==> config.mk <==
export PLATFORM = sky130hd
export DESIGN_NAME = likesram_to_axi
export DESIGN_NICKNAME = d
export VERILOG_FILES = /design/src/rtl/likesram_to_axi.sv
export SDC_FILE = /design/constraint.sdc
export NUM_CORES = 1
export LEC_CHECK = 0
export ABC_AREA = 1
export BUFFER_PORTS_ARGS = -buffer_cell sky130_fd_sc_hd__buf_2
export CAP_MARGIN = 20
export CORE_AREA = 4 4 163 165
export DETAILED_ROUTE_END_ITERATION = 16
export DIE_AREA = 0 0 167 169
export PLACE_DENSITY = 0.55
export SYNTH_ARGS = -nofsm -noshare
export SYNTH_HDL_FRONTEND = slang
export SYNTH_SLANG_ARGS = --single-unit
==> constraint.sdc <==
create_clock -name clk -period 1.2 [get_ports clk]
set_input_delay 0.18 -clock clk [delete_from_list [all_inputs] [get_ports clk]]
set_output_delay 0.18 -clock clk [all_outputs]
set_load 0.005 [all_outputs]
==> src/rtl/likesram_to_axi.sv <==
// likesram_to_axi: bridges inst/data SRAM-like ports onto one single-beat AXI3 master, one transaction at a time
module likesram_to_axi (
   input  logic        clk,
   input  logic        rst,
   input  logic        inst_req,
   input  logic        inst_wr,
   input  logic [1:0]  inst_size,
   input  logic [31:0] inst_addr,
   input  logic [31:0] inst_wdata,
   output logic [31:0] inst_rdata,
   output logic        inst_addr_ok,
   output logic        inst_data_ok,
   input  logic        data_req,
   input  logic        data_wr,
   input  logic [1:0]  data_size,
   input  logic [31:0] data_addr,
   input  logic [31:0] data_wdata,
   output logic [31:0] data_rdata,
   output logic        data_addr_ok,
   output logic        data_data_ok,
   output logic [3:0]  arid,
   output logic [31:0] araddr,
   output logic [7:0]  arlen,
   output logic [2:0]  arsize,
   output logic [1:0]  arburst,
   output logic [1:0]  arlock,
   output logic [3:0]  arcache,
   output logic [2:0]  arprot,
   output logic        arvalid,
   input  logic        arready,
   input  logic [3:0]  rid,
   input  logic [31:0] rdata,
   input  logic [1:0]  rresp,
   input  logic        rlast,
   input  logic        rvalid,
   output logic        rready,
   output logic [3:0]  awid,
   output logic [31:0] awaddr,
   output logic [7:0]  awlen,
   output logic [2:0]  awsize,
   output logic [1:0]  awburst,
   output logic [1:0]  awlock,
   output logic [3:0]  awcache,
   output logic [2:0]  awprot,
   output logic        awvalid,
   input  logic        awready,
   output logic [3:0]  wid,
   output logic [31:0] wdata,
   output logic [3:0]  wstrb,
   output logic        wlast,
   output logic        wvalid,
   input  logic        wready,
   input  logic [3:0]  bid,
   input  logic [1:0]  bresp,
   input  logic        bvalid,
   output logic        bready
);

   typedef enum logic [2:0] {IDLE, RD_ADDR, RD_DATA, WR_ADDR, WR_RESP} state_t;

   state_t      state_q, state_d;
   logic        owner_q, owner_d;
   logic        wr_q, wr_d;
   logic [1:0]  size_q, size_d;
   logic [31:0] addr_q, addr_d;
   logic [31:0] wdata_q, wdata_d;
   logic        aw_done_q, aw_done_d;
   logic        w_done_q, w_done_d;
   logic        done;

   // State and latched request registers
   always_ff @(posedge clk) begin
      if (rst) begin
         state_q   <= IDLE;
         owner_q   <= 1'b0;
         wr_q      <= 1'b0;
         size_q    <= 2'd0;
         addr_q    <= 32'd0;
         wdata_q   <= 32'd0;
         aw_done_q <= 1'b0;
         w_done_q  <= 1'b0;
      end else begin
         state_q   <= state_d;
         owner_q   <= owner_d;
         wr_q      <= wr_d;
         size_q    <= size_d;
         addr_q    <= addr_d;
         wdata_q   <= wdata_d;
         aw_done_q <= aw_done_d;
         w_done_q  <= w_done_d;
      end
   end

   // Arbitration (data port wins), request capture and AXI handshake sequencing
   always_comb begin
      state_d   = state_q;
      owner_d   = owner_q;
      wr_d      = wr_q;
      size_d    = size_q;
      addr_d    = addr_q;
      wdata_d   = wdata_q;
      aw_done_d = aw_done_q;
      w_done_d  = w_done_q;
      case (state_q)
         IDLE: if (data_req || inst_req) begin
            owner_d   = data_req;
            wr_d      = data_req ? data_wr    : inst_wr;
            size_d    = data_req ? data_size  : inst_size;
            addr_d    = data_req ? data_addr  : inst_addr;
            wdata_d   = data_req ? data_wdata : inst_wdata;
            aw_done_d = 1'b0;
            w_done_d  = 1'b0;
            state_d   = wr_d ? WR_ADDR : RD_ADDR;
         end
         RD_ADDR: if (arready) state_d = RD_DATA;
         RD_DATA: if (rvalid) state_d = IDLE;
         WR_ADDR: begin
            aw_done_d = aw_done_q || awready;
            w_done_d  = w_done_q || wready;
            if (aw_done_d && w_done_d) state_d = WR_RESP;
         end
         WR_RESP: if (bvalid) state_d = IDLE;
         default: state_d = IDLE;
      endcase
   end

   assign data_addr_ok = (state_q == IDLE) && data_req;
   assign inst_addr_ok = (state_q == IDLE) && !data_req && inst_req;
   assign done         = ((state_q == RD_DATA) && rvalid) || ((state_q == WR_RESP) && bvalid);
   assign data_data_ok = done && owner_q;
   assign inst_data_ok = done && !owner_q;
   assign data_rdata   = (data_data_ok && !wr_q) ? rdata : 32'd0;
   assign inst_rdata   = (inst_data_ok && !wr_q) ? rdata : 32'd0;

   assign arid    = {3'b000, owner_q};
   assign araddr  = addr_q;
   assign arlen   = 8'd0;
   assign arsize  = {1'b0, size_q};
   assign arburst = 2'b01;
   assign arlock  = 2'd0;
   assign arcache = 4'd0;
   assign arprot  = 3'd0;
   assign arvalid = (state_q == RD_ADDR);
   assign rready  = (state_q == RD_DATA);

   assign awid    = 4'd1;
   assign awaddr  = addr_q;
   assign awlen   = 8'd0;
   assign awsize  = {1'b0, size_q};
   assign awburst = 2'b01;
   assign awlock  = 2'd0;
   assign awcache = 4'd0;
   assign awprot  = 3'd0;
   assign awvalid = (state_q == WR_ADDR) && !aw_done_q;
   assign wid     = 4'd1;
   assign wdata   = wdata_q;
   assign wlast   = 1'b1;
   assign wvalid  = (state_q == WR_ADDR) && !w_done_q;
   assign wstrb   = (size_q == 2'd0) ? (4'b0001 << addr_q[1:0]) :
                    (size_q == 2'd1) ? (addr_q[1] ? 4'b1100 : 4'b0011) : 4'b1111;
   assign bready  = (state_q == WR_RESP);

endmodule
## After elaboration in Yosys (flattened, before gate mapping)

Index checks and enable logic that the tools add are counted.

- Input port bits: 188
- Flip-flop bits (word level): 73
- Output and inout port bits: 230

- Reduce and logical (&&, ||, !) cells: 27
- Shift operators: 1
- Mux-type cells: 19
- Equal/unequal tests: 10

Operators with widths:

| operator | number |
|---|---|
| 32-bit 2-to-1 mux | 4 |
| 3-bit 2-to-1 mux | 5 |
| 3-bit one-hot mux with 5 select lines | 1 |
| 1-bit logical AND | 12 |
| 4-bit 2-to-1 mux | 3 |
| 2-bit inequality test, second input constant | 4 |
| 3-bit by 2-bit equality test with 1-bit output, second input constant | 2 |
| 1-bit zero test | 5 |
| 5-bit AND reduction | 1 |
| 1-bit logical OR | 4 |
| 2-bit 2-to-1 mux | 2 |
| 1-bit one-hot mux with 2 select lines | 2 |
| 2-bit AND reduction | 2 |
| 1-bit by 2-bit << shifter with 4-bit output, first input constant | 1 |
| 3-bit by 1-bit equality test with 1-bit output, second input constant | 1 |
| 3-bit equality test, second input constant | 1 |
| 3-bit zero test | 1 |
| 2-bit by 1-bit equality test with 1-bit output, second input constant | 1 |
| 2-bit zero test | 1 |
| 1-bit 2-to-1 mux | 2 |
| 2-bit by 1-bit inequality test with 1-bit output, second input constant | 1 |
| 2-bit nonzero test | 1 |

## Depth between registers and ports, before layout

Gate-level depths: netlist (run 1).

- Depth in word-level cells: 6
- Depth in mapped cells: 9

## Worst setup path before layout (run 1)

No wires, ideal clock.

- Kind: register to output
- Start point: register state_q[0]
- End point: output port data_rdata[10]
- Data required time: 1.020 ns
- Arrival time: 1.280 ns
- Stages on the path, launching flop included: 10
- Setup slack: -0.260 ns
- Cell sequence: dfxtp_1 > buf_2 > nor3_2 > nand2_1 > nand2_1 > inv_2 > nor2_4 > nand2_4 > buf_6 > nor2_1

- Word-level cells in the longest chain between the ends: 6
- Elaborated cells between the ends (all ways): 8

Ends and longest elaborated chain:

| item | line | text |
|---|---|---|
| start: declaration | 61 | `state_t state_q, state_d;` |
| start signal: assignment | 83 | `state_q <= state_d;` |
| 3-bit by 2-bit equality test with 1-bit output | n/a |  |
| via rready | 36 | `output logic rready,` |
| 1-bit logical AND | 129 | `assign done = ((state_q == RD_DATA) && rvalid) \|\| ((state_q == WR_RESP) && bvalid);` |
| 1-bit logical OR | 129 |  |
| 1-bit logical AND | 130 | `assign data_data_ok = done && owner_q;` |
| via data_data_ok | 20 | `output logic data_data_ok,` |
| 1-bit logical AND | 132 | `assign data_rdata = (data_data_ok && !wr_q) ? rdata : 32'd0;` |
| 32-bit 2-to-1 mux | 132 |  |
| end: declaration | 18 | `output logic [31:0] data_rdata,` |

The timed path passes the listed nets, and every way through them passes these cells.

## Final worst setup path (run 1)

- Start point: register state_q[1]
- End point: output port data_rdata[23]

- Word-level cells in the longest chain between the ends: 6
- Elaborated cells between the ends (all ways): 8

Ends and longest elaborated chain:

| item | line |
|---|---|
| 3-bit by 2-bit equality test with 1-bit output / 3-bit equality test (equally long branches) | 129 |
| 1-bit logical AND | 129 |
| 1-bit logical OR (*) | 129 |
| 1-bit logical AND (*) | 130 |
| 1-bit logical AND (*) | 132 |
| 32-bit 2-to-1 mux (*) | 132 |

Every way passes the cells marked *; elsewhere a longest branch is shown, timed or not.

==> key figures, run 1 <==
Status
  • Run status: finished, violations left
  • Failing checks: negative setup slack

Critical path
  • Arrival time worst endpoint: 1710 ps
  • Slowest CP cell: dfxtp_4
  • Buf/Inv on CP: 4
  • R2r setup slk: -650 ps
  • CP delay by family, top: simple AND/OR/NAND/NOR gates
  • Crit-path max cell delay: 370 ps
  • R2R depth: 14
  • Crit Path Max Fanout: 17
  • RR Startpoint: state_q[1]$_SDFFE_PP0P_
  • Setup crit end: data_rdata[23]
  • First element of the critical path: state_q[1]$_SDFFE_PP0P_
  • CP Cell Sequence: inv_2 -> nor3_4 -> nand2_1 -> nand2_1 -> inv_2 -> nor2_4 -> nand2_4 -> buf_12 -> nor2_2 -> buf_2
  • CP Data Required Time: 1020 ps
  • Number of cells on the critical path: 10
  • Endpoint class of the critical path: primary output
  • Critical Path Start Type: flip-flop
  • R2r endpoint: araddr[29]$_SDFFE_PP0P_
  • CP Class: reg -> out

Place
  • Gpl congestion: 0.894
  • Detailed placer's ending HPWL: 14500 um
  • Post-DP Area: 0.00690 mm2
  • Pre-CTS WS: -333 ps
  • Port Buffers: 352

Final layout
  • N_diodes: 0
  • Final nets: 1339
  • Multi-input gate area: 0.00273 mm2
  • Reg area: 0.00149 mm2
  • Area growth syn-to-layout: 74.1%
  • Layout fillers: 2728
  • Layout cells sized above 1: 0.536
  • Post-Layout Inst Area: 0.00830 mm2

Floorplanning
  • Die W: 167 um
  • Ports: 418
  • Initial Utilization: 0.190
  • Die Span Y: 169 um
  • Die area: 0.0282 mm2
  • CORE AREA: 0.0250 mm2
  • # rows: 58

Detailed routing
  • Antenna Nets Post-Route: 0
  • Routed WL: 20300 um
  • Via count: 5848
  • DR iter-0 viols: 139
  • Pre-antenna DRT Iters: 4
  • Drt drc: 0
  • Vias/cell: 3.94
  • Drt wl/cell: 13.7 um

Pwr
  • Seq pwr share: 0.240
  • Pwr Density: 2120 mW/mm2
  • Switching Fraction: 0.390
  • Internal power: 0.0107 W
  • VDD IR max: 0.786 mV
  • Clock power frac: 0.139
  • Switching pwr: 0.00684 W
  • Gate power share: 0.622
  • Leak: 4.64 nW

Synthesis
  • Post-Synth Adder-Cell Area: 0
  • Seq cells post-synth: 73
  • Xor and xnor area share after synthesis: 0
  • Post-synth EDFFs: 0
  • Mapped Cells: 779
  • Synth area leader: dfxtp_1
  • Post-Syn Area: 0.00477 mm2
  • Yosys cell types: 23
  • Synthesis Warnings: 0
  • Mux cell area share after synthesis: 0
  • Ys async rst share: 0
  • Synth Area in Simple Gates: 0.260
  • Largest family of logic cells by synthesized area: buffers and inverters
  • Compound-cell area share of the yosys netlist: 0.158
  • Top post-synthesis cells by area: dfxtp_1 31%, nand2_1 18%, buf_4 14%
  • Register area share after synthesis: 0.307
  • Post-synth top area share: 0.307
  • Top_reg_cell synth: dfxtp_1
  • Mapped Avg Cell Area: 6.12 um2

Clock network
  • Root buffer cell: clkbuf_16
  • CTS sink count: 73
  • Worst-path clk slew: 60 ps
  • Clock buffer depth: 2
  • CTS tree: done
  • Cts bufs inserted: 9
  • Worst-Skew Late Latency: 340 ps
  • CTS H-tree depth: 3

Global routing
  • Global route overflow: 0
  • Vias in the first global route: 5510
  • First-pass GRT wire length: 29600 um
  • GRT Total Usage: 0.132
  • Initial antenna violation count: 2
  • Largest net degree at the start of global routing: 42

Timing
  • Tcrit/Tclk final: 1.58
  • Fmax: 528 MHz
  • Final min period: 1890 ps
  • Final hold violation count: 0
  • Endpoints failing setup: 150
  • Setup tns final: -85290 ps
  • Unrepaired setup endpoints after global routing: yes
  • Clk_skew: 7.42 ps
  • Max-slew violation count: 0
  • Setup ws final: -692 ps

Hold path
  • Hold WC Path Type: in -> reg

Run
  • Max-cap violation count: 0
Yosys cell counts, types with 6 or more instances:
library cell  number
nand2_1          223
inv_1            111
buf_4             88
nor2_1            77
dfxtp_1           73
a21oi_1           72
o21ai_0           57
clkbuf_1          24
o21ai_1           15
buf_2             12
buf_6              6
per-stage QoR:
stage	cells	hold slack (ps)	utilization	total power [W]
global placement	1429	426	0.275	0.0108
global route	1486	71.9	0.331	0.0188
detailed placement	1429	427	0.275	0.0109
finish	1486	89.4	0.331	0.0175
CTS	1481	57.6	0.321	0.0171
floorplan	829	249	-	0.00812
cells in the final DEF, fill, tap and decap left out, drive strengths merged, types with 3 or more instances in the layout:
| cell type | synthesis | layout |
|---|---|---|
| dfxtp | 73 | 73 |
| inv | 114 | 114 |
| a21oi | 72 | 72 |
| nor3 | 3 | 3 |
| nand2 | 226 | 226 |
| conb | 2 | 52 |
| buf | 106 | 439 |
| clkbuf | 24 | 14 |
| o21ai | 73 | 73 |
| clkinv | 0 | 4 |
| nor2 | 80 | 80 |
power by group through the flow:
stage | Combinational [W] | Sequential (W) | Clock (W)
after floorplan | 0.00394 | 0.00417 | 0
after global placement | 0.00662 | 0.00417 | 0
final | 0.0109 | 0.00421 | 0.00243
after global routing | 0.0118 | 0.00437 | 0.00264
after detailed placement | 0.00666 | 0.00419 | 0
after CTS | 0.0104 | 0.00418 | 0.00257
routing by layer:
| metal | wire length (um) | part of all wire | vias to the layer above | global-route usage |
|---|---|---|---|---|
| met5 | 13 | 0.00064 | - | 0 |
| met4 | 512 | 0.025 | 2 | 0.0498 |
| met3 | 1630 | 0.080 | 31 | 0.0341 |
| met2 | 10500 | 0.52 | 266 | 0.248 |
| met1 | 7660 | 0.38 | 2587 | 0.143 |
| li1 | - | - | 2962 | - |
registers in the layout, indices dropped and copies added, names as in the netlist:
register,cells
size_q,2
aw_done_q,1
araddr,32
owner_q,1
state_q,3
w_done_q,1
wr_q,1
wdata,32
cell families (layout without fill, tap and decap cells):
kind of cell	count (synthesis)	in the layout
and+or+nand+nor	313	313
DFF	73	73
buffers and inverters	244	571
AOI/OAI and AO/OA	147	147
other	2	52
layout make-up:
class,instances,area share
inverter,114,0.0519
clock buffer,12,0.0285
timing repair buffer,441,0.360
clock inverter,4,0.00241
multi-input combinational,512,0.329
sequential,73,0.179
tap,330,0.0498
what timing repair did:
action	4_1_cts	5_1_grt
gates resized for setup	152	56
cloned	12	2
hold buffers	0	0
endpoints found under the setup margin	149	150
pin swaps	9	5
setup buffers	28	4
hold endpoints to repair	0	0
worst register-to-register path, cell delays in order, from the launching register on:
cell and delay (ps):
dfxtp_4 360, inv_2 80, buf_6 90, buf_6 80, buf_6 90, nand2_4 60
nor2_4 110, buf_6 120, o21ai_4 80, buf_6 130, buf_8 130, buf_12 130
buf_16 140, o21ai_2 110, a21oi_1 50
worst min-delay path by stage:
stage	from	to	slack (ps)	cells past startpoint
after floorplan	rst	aw_done_q$_SDFFE_PP0P_	250	1
after global placement	rst	aw_done_q$_SDFFE_PP0P_	430	2
after detailed placement	rst	owner_q$_SDFFE_PP0P_	430	2
after CTS	rst	owner_q$_SDFFE_PP0P_	60	2
after global routing	rst	aw_done_q$_SDFFE_PP0P_	70	2
final	rst	aw_done_q$_SDFFE_PP0P_	90	2
No activity file was read; power rests on OpenSTA's default activity.
==> run 2, diff against run 1 <==
--- a/config.mk
+++ b/config.mk
@@ -15,3 +15,4 @@
 export SYNTH_ARGS = -nofsm -noshare
 export SYNTH_HDL_FRONTEND = slang
 export SYNTH_SLANG_ARGS = --single-unit
+export TNS_END_PERCENT = 5
==> run 2 against run 1 <==
  * The run still ends with negative setup slack left
  * Wire length decreased by 12%
  * Power shrank 20%
  * Clock skew increased by 1.8 ps
  * Count of clock-buffer cells in the layout down 3
  * Via count decreased by 4.9%
  * Sequential power barely moved
  * Sequential share of layout area rose by 1.9 points
  * Core utilization fell by 3.3 points
  * Sequential cell count did not move
  * Critical path depth unchanged
  * Non-clock buffer count fell by 40
==> key figures, run 2 (synthesis results as in run 1) <==
Pwr
  • VDD IR max: 0.689 mV
  • Pwr Density: 1870 mW/mm2
  • Switching Fraction: 0.404
  • Switching pwr: 0.00564 W
  • Gate power share: 0.496
  • Internal power: 0.00833 W
  • Seq pwr share: 0.300
  • Clock power frac: 0.204
  • Leak: 4.29 nW

Global routing
  • Gr busiest metal: met2
  • GRT Total Usage: 0.115
  • Global route overflow: 0
  • GR Util met1: 0.122
  • Met3 Resource Use GR: 0.0306
  • Vias in the first global route: 5179
  • First-pass GRT wire length: 26100 um
  • Initial antenna violation count: 2
  • Largest net degree at the start of global routing: 40
  • Met2 usage: 0.219

Timing
  • Max-slew violation count: 0
  • Fmax: 531 MHz
  • Final min period: 1880 ps
  • Final hold violation count: 0
  • Endpoints failing setup: 142
  • Tcrit/Tclk final: 1.57
  • Setup ws final: -683 ps
  • Clk_skew: 9.25 ps
  • Unrepaired setup endpoints after global routing: yes
  • Setup tns final: -49730 ps

Place
  • Post-DP Area: 0.00688 mm2
  • Placed Cells: 1428
  • Detailed placer's ending HPWL: 14400 um
  • Port Buffers: 352
  • Pre-CTS WS: -346 ps
  • Gpl congestion: 0.830

Detailed routing
  • Pre-antenna DRT Iters: 4
  • Drt wl/cell: 12.4 um
  • Vias/cell: 3.84
  • Routed WL: 17900 um
  • Via count: 5564
  • Drt drc: 0
  • Antenna Nets Post-Route: 0
  • DR iter-0 viols: 107

Run
  • Max-cap violation count: 0

Clock network
  • Worst-path clk slew: 60 ps
  • CTS hold repair buffers: 0
  • Clock buffer depth: 2
  • Root buffer cell: clkbuf_16
  • CTS tree: done
  • CTS sink count: 73
  • CTS H-tree depth: 3
  • Worst-Skew Late Latency: 340 ps
  • Cts bufs inserted: 9

Status
  • Run status: finished, violations left
  • Failing checks: negative setup slack

Final layout
  • Post-Layout Inst Area: 0.00747 mm2
  • Final Instance Count excl. Fillers: 1448
  • Final Core Density: 0.298
  • Most common cell after layout, fill and taps aside: buf_2
  • Layout fillers: 2770
  • Area growth syn-to-layout: 56.8%
  • Final nets: 1299
  • Layout cells sized above 1: 0.485
  • Most frequent cells in the layout: 351 x buf_2, 222 x nand2_1, 107 x inv_1, 69 x a21oi_1, 65 x dfxtp_1

Floorplanning
  • Ports: 418
  • Die Span Y: 169 um
  • # rows: 58
  • CORE AREA: 0.0250 mm2
  • Die W: 167 um
  • Die area: 0.0282 mm2
  • Initial Utilization: 0.190

Hold path
  • Hold Crit Depth: 3
  • Hold WC Path Type: in -> reg
  • HP Start: rst
  • Hold EP: w_done_q$_SDFFE_PP0P_

Critical path
  • Arrival time worst endpoint: 1700 ps
  • Endpoint class of the critical path: primary output
  • Critical Path Start Type: flip-flop
  • CP Class: reg -> out
  • Crit Path Max Fanout: 14
  • CP Data Required Time: 1020 ps
  • R2R depth: 8
  • RR Startpoint: state_q[1]$_SDFFE_PP0P_
  • R2r endpoint: wdata[28]$_SDFFE_PP0P_
  • R2r setup slk: -140 ps
## run 2: cell count changes in the layout (fill, tap and decap cells not counted), moves of 7 or more
cell,previous run,this run
nor2_1,8,15
a21oi_2,21,3
buf_16,10,0
o21ai_2,41,33
a21oi_1,50,69
buf_6,26,12
o21ai_1,24,34
buf_4,37,27
## run 2: worst max-delay path: stages (launching register included)
cell and delay (ps):
dfxtp_4 380, inv_4 40, nor3_4 160, nand2_1 60, nand2_1 80, inv_2 60
nor2_4 110, nand2_4 90, clkbuf_16 190, nor2_2 80, buf_2 110
## run 2: cell type report
class,count,area (um2),area share
clock buffers,9,225,0.0301
diodes,2,5.00,0.000670
multi-input cells,512,2500,0.335
repair buffers,401,2320,0.311
well taps,330,413,0.0553
clock inverters,7,85.1,0.0114
inverters,114,435,0.0583
flip-flops and latches,73,1480,0.198
## run 2: timing repair
item | 4_1_cts | 5_1_grt
setup buffers | 0 | 0
endpoints found under the setup margin | 146 | 149
gates cloned | 0 | 2
resized for setup | 80 | 40
pin swaps | 0 | 1
## run 2: worst max path at each step
| stage | end | slack, ps | start |
|---|---|---|---|
| 4_1_cts | data_rdata[7] | -730 | state_q[2]$_SDFFE_PP0P_ |
| 3_3_place_gp | data_rdata[23] | -300 | state_q[2]$_SDFFE_PP0P_ |
| 6_report | data_rdata[19] | -680 | state_q[2]$_SDFFE_PP0P_ |
| 3_5_place_dp | data_rdata[23] | -350 | state_q[2]$_SDFFE_PP0P_ |
| 2_1_floorplan | data_rdata[10] | -190 | state_q[2]$_SDFFE_PP0P_ |
| 5_1_grt | data_rdata[30] | -790 | state_q[2]$_SDFFE_PP0P_ |
## run 2: through the flow
step	power, W	hold slack (ps)
after global routing	0.0152	140
after floorplan	0.00789	249
final	0.0140	145
after global placement	0.0106	428
after CTS	0.0140	116
after detailed placement	0.0106	432
## run 2: metal layers
layer	routed length, um	vias up	share of wire
li1	-	2881	-
met1	6570	2404	0.37
met2	9370	260	0.52
met3	1540	19	0.086
met4	407	0	0.023
met5	0	-	0
## run 2: power groups by stage
stage | clock [W] | sequential, W | combinational (W)
2_1_floorplan | 0 | 0.00417 | 0.00372
3_3_place_gp | 0 | 0.00416 | 0.00639
3_5_place_dp | 0 | 0.00418 | 0.00643
4_1_cts | 0.00302 | 0.00419 | 0.00677
5_1_grt | 0.00312 | 0.00437 | 0.00771
6_report | 0.00286 | 0.00420 | 0.00693
==> run 3, diff against run 2 <==
--- a/config.mk
+++ b/config.mk
@@ -7,11 +7,12 @@
 export LEC_CHECK = 0
 export ABC_AREA = 1
 export BUFFER_PORTS_ARGS = -buffer_cell sky130_fd_sc_hd__buf_2
-export CAP_MARGIN = 20
+export CAP_MARGIN = 0
 export CORE_AREA = 4 4 163 165
 export DETAILED_ROUTE_END_ITERATION = 16
 export DIE_AREA = 0 0 167 169
 export PLACE_DENSITY = 0.55
+export SKIP_CTS_REPAIR_TIMING = 1
 export SYNTH_ARGS = -nofsm -noshare
 export SYNTH_HDL_FRONTEND = slang
 export SYNTH_SLANG_ARGS = --single-unit
==> run 3 against run 2 <==
  * Sequential share of layout area about the same
  * Combinational power barely moved
  * Sequential power is essentially flat
  * Maximum frequency is essentially flat
  * Non-clock buffer count is the same
  * The flow still finishes with violations (negative setup slack)
  * First-iteration DRC count grew 21%
  * Hold slack improved by 4.7 ps
  * Design area about the same
  * Sequential cell count stayed put
  * Wire length fell by 0.11%
==> key figures, run 3 (synthesis results as in run 1) <==
Final layout
  • Area growth syn-to-layout: 56.7%
  • Final nets: 1299
  • Most frequent cells in the layout: 351 x buf_2, 222 x nand2_1, 107 x inv_1, 69 x a21oi_1, 66 x dfxtp_1
  • Layout fillers: 2777
  • Most common cell after layout, fill and taps aside: buf_2
  • Final Instance Count excl. Fillers: 1448
  • Layout cells sized above 1: 0.485

Floorplanning
  • Die W: 167 um
  • Ports: 418
  • Die area: 0.0282 mm2
  • CORE AREA: 0.0250 mm2
  • # rows: 58
  • Die Span Y: 169 um
  • Initial Utilization: 0.190

Global routing
  • GRT Total Usage: 0.115
  • Vias in the first global route: 5147
  • Initial antenna violation count: 2
  • Largest net degree at the start of global routing: 40
  • First-pass GRT wire length: 26100 um
  • Global route overflow: 0

Status
  • Failing checks: negative setup slack
  • Run status: finished, violations left

Pwr
  • Leak: 4.29 nW
  • Pwr Density: 1870 mW/mm2
  • VDD IR max: 0.685 mV

Critical path
  • Critical Path Start Type: flip-flop
  • CP Data Required Time: 1020 ps
  • R2r setup slk: -140 ps
  • Endpoint class of the critical path: primary output
  • R2r endpoint: wdata[28]$_SDFFE_PP0P_
  • R2R depth: 8
  • CP Class: reg -> out
  • RR Startpoint: state_q[1]$_SDFFE_PP0P_
  • Arrival time worst endpoint: 1700 ps
  • Crit Path Max Fanout: 14

Timing
  • Clk_skew: 10.0 ps
  • WHS: 149 ps
  • Setup ws final: -684 ps
  • Final min period: 1880 ps
  • Final hold violation count: 0
  • Max-slew violation count: 0
  • Fmax: 531 MHz
  • Setup tns final: -49820 ps
  • Tcrit/Tclk final: 1.57
  • Unrepaired setup endpoints after global routing: yes
  • Endpoints failing setup: 141

Detailed routing
  • Routed WL: 17900 um
  • Via count: 5559
  • Drt wl/cell: 12.3 um
  • Pre-antenna DRT Iters: 4
  • DR iter-0 viols: 129
  • Drt drc: 0
  • Vias/cell: 3.84
  • Antenna Nets Post-Route: 0

Place
  • Port Buffers: 352
  • Detailed placer's ending HPWL: 14400 um
  • Gpl congestion: 0.830
  • Placed Cells: 1428

Clock network
  • Worst-path clk slew: 60 ps
  • CTS sink count: 73
  • CTS tree: done
  • Cts bufs inserted: 9
  • Worst-Skew Late Latency: 350 ps
  • Clock buffer depth: 2
  • CTS H-tree depth: 3
  • Root buffer cell: clkbuf_16

Hold path
  • Hold EP: w_done_q$_SDFFE_PP0P_
  • Hold WC Path Type: in -> reg
  • Hold Crit Depth: 3
  • HP Start: rst

Run
  • Max-cap violation count: 0
## run 3: layout make-up
class / instances / area (um2) / share of cell area
clock inverters: 7 / 85.1 / 0.0114
well taps: 330 / 413 / 0.0553
multi-input cells: 512 / 2500 / 0.335
inverters: 114 / 435 / 0.0583
clock buffers: 9 / 225 / 0.0302
repair buffers: 401 / 2320 / 0.311
diodes: 2 / 5.00 / 0.000670
flip-flops and latches: 73 / 1480 / 0.198
## run 3: metal layers
metal  vias up  part of all wire  GRT usage
li1       2880                 -          -
met1      2402              0.37      0.123
met2       259              0.53      0.219
met3        18             0.085     0.0301
met4         0             0.019     0.0391
met5         -                 0          0
## run 3: critical path, cell delays in order (launching register included)
cell       delay, ps
dfxtp_4          380
inv_4             40
nor3_4           160
nand2_1           60
nand2_1           80
inv_2             60
nor2_4           110
nand2_4           90
clkbuf_16        190
nor2_2            80
buf_2            110
## run 3: metrics by stage
step / power, W / setup slack (ps) / cell area, um2 / util
4_1_cts: 0.0136 / -734 / 7190 / 0.287
2_1_floorplan: 0.00789 / -195 / 5110 / -
6_report: 0.0140 / -684 / 7470 / 0.298
3_5_place_dp: 0.0106 / -346 / 6880 / 0.275
3_3_place_gp: 0.0106 / -297 / 6880 / 0.275
5_1_grt: 0.0152 / -785 / 7470 / 0.298
## run 3: worst max path at each step
stage	from	cells past startpoint	endpoint	slack (ps)
floorplan	state_q[2]$_SDFFE_PP0P_	9	data_rdata[10]	-190
global placement	state_q[2]$_SDFFE_PP0P_	10	data_rdata[23]	-300
detailed placement	state_q[2]$_SDFFE_PP0P_	10	data_rdata[23]	-350
CTS	state_q[2]$_SDFFE_PP0P_	10	data_rdata[7]	-730
global route	state_q[2]$_SDFFE_PP0P_	10	data_rdata[30]	-790
finish	state_q[2]$_SDFFE_PP0P_	10	data_rdata[19]	-680
## run 3: where the power goes
| part | total [W] | internal, W | switching, W | leakage (nW) |
|---|---|---|---|---|
| Sequential | 0.00419 | 0.00347 | 0.000722 | 0.608 |
| Clock | 0.00286 | 0.00166 | 0.00120 | 0.147 |
| Combinational | 0.00693 | 0.00321 | 0.00372 | 3.53 |
| Total | 0.0140 | 0.00833 | 0.00565 | 4.29 |
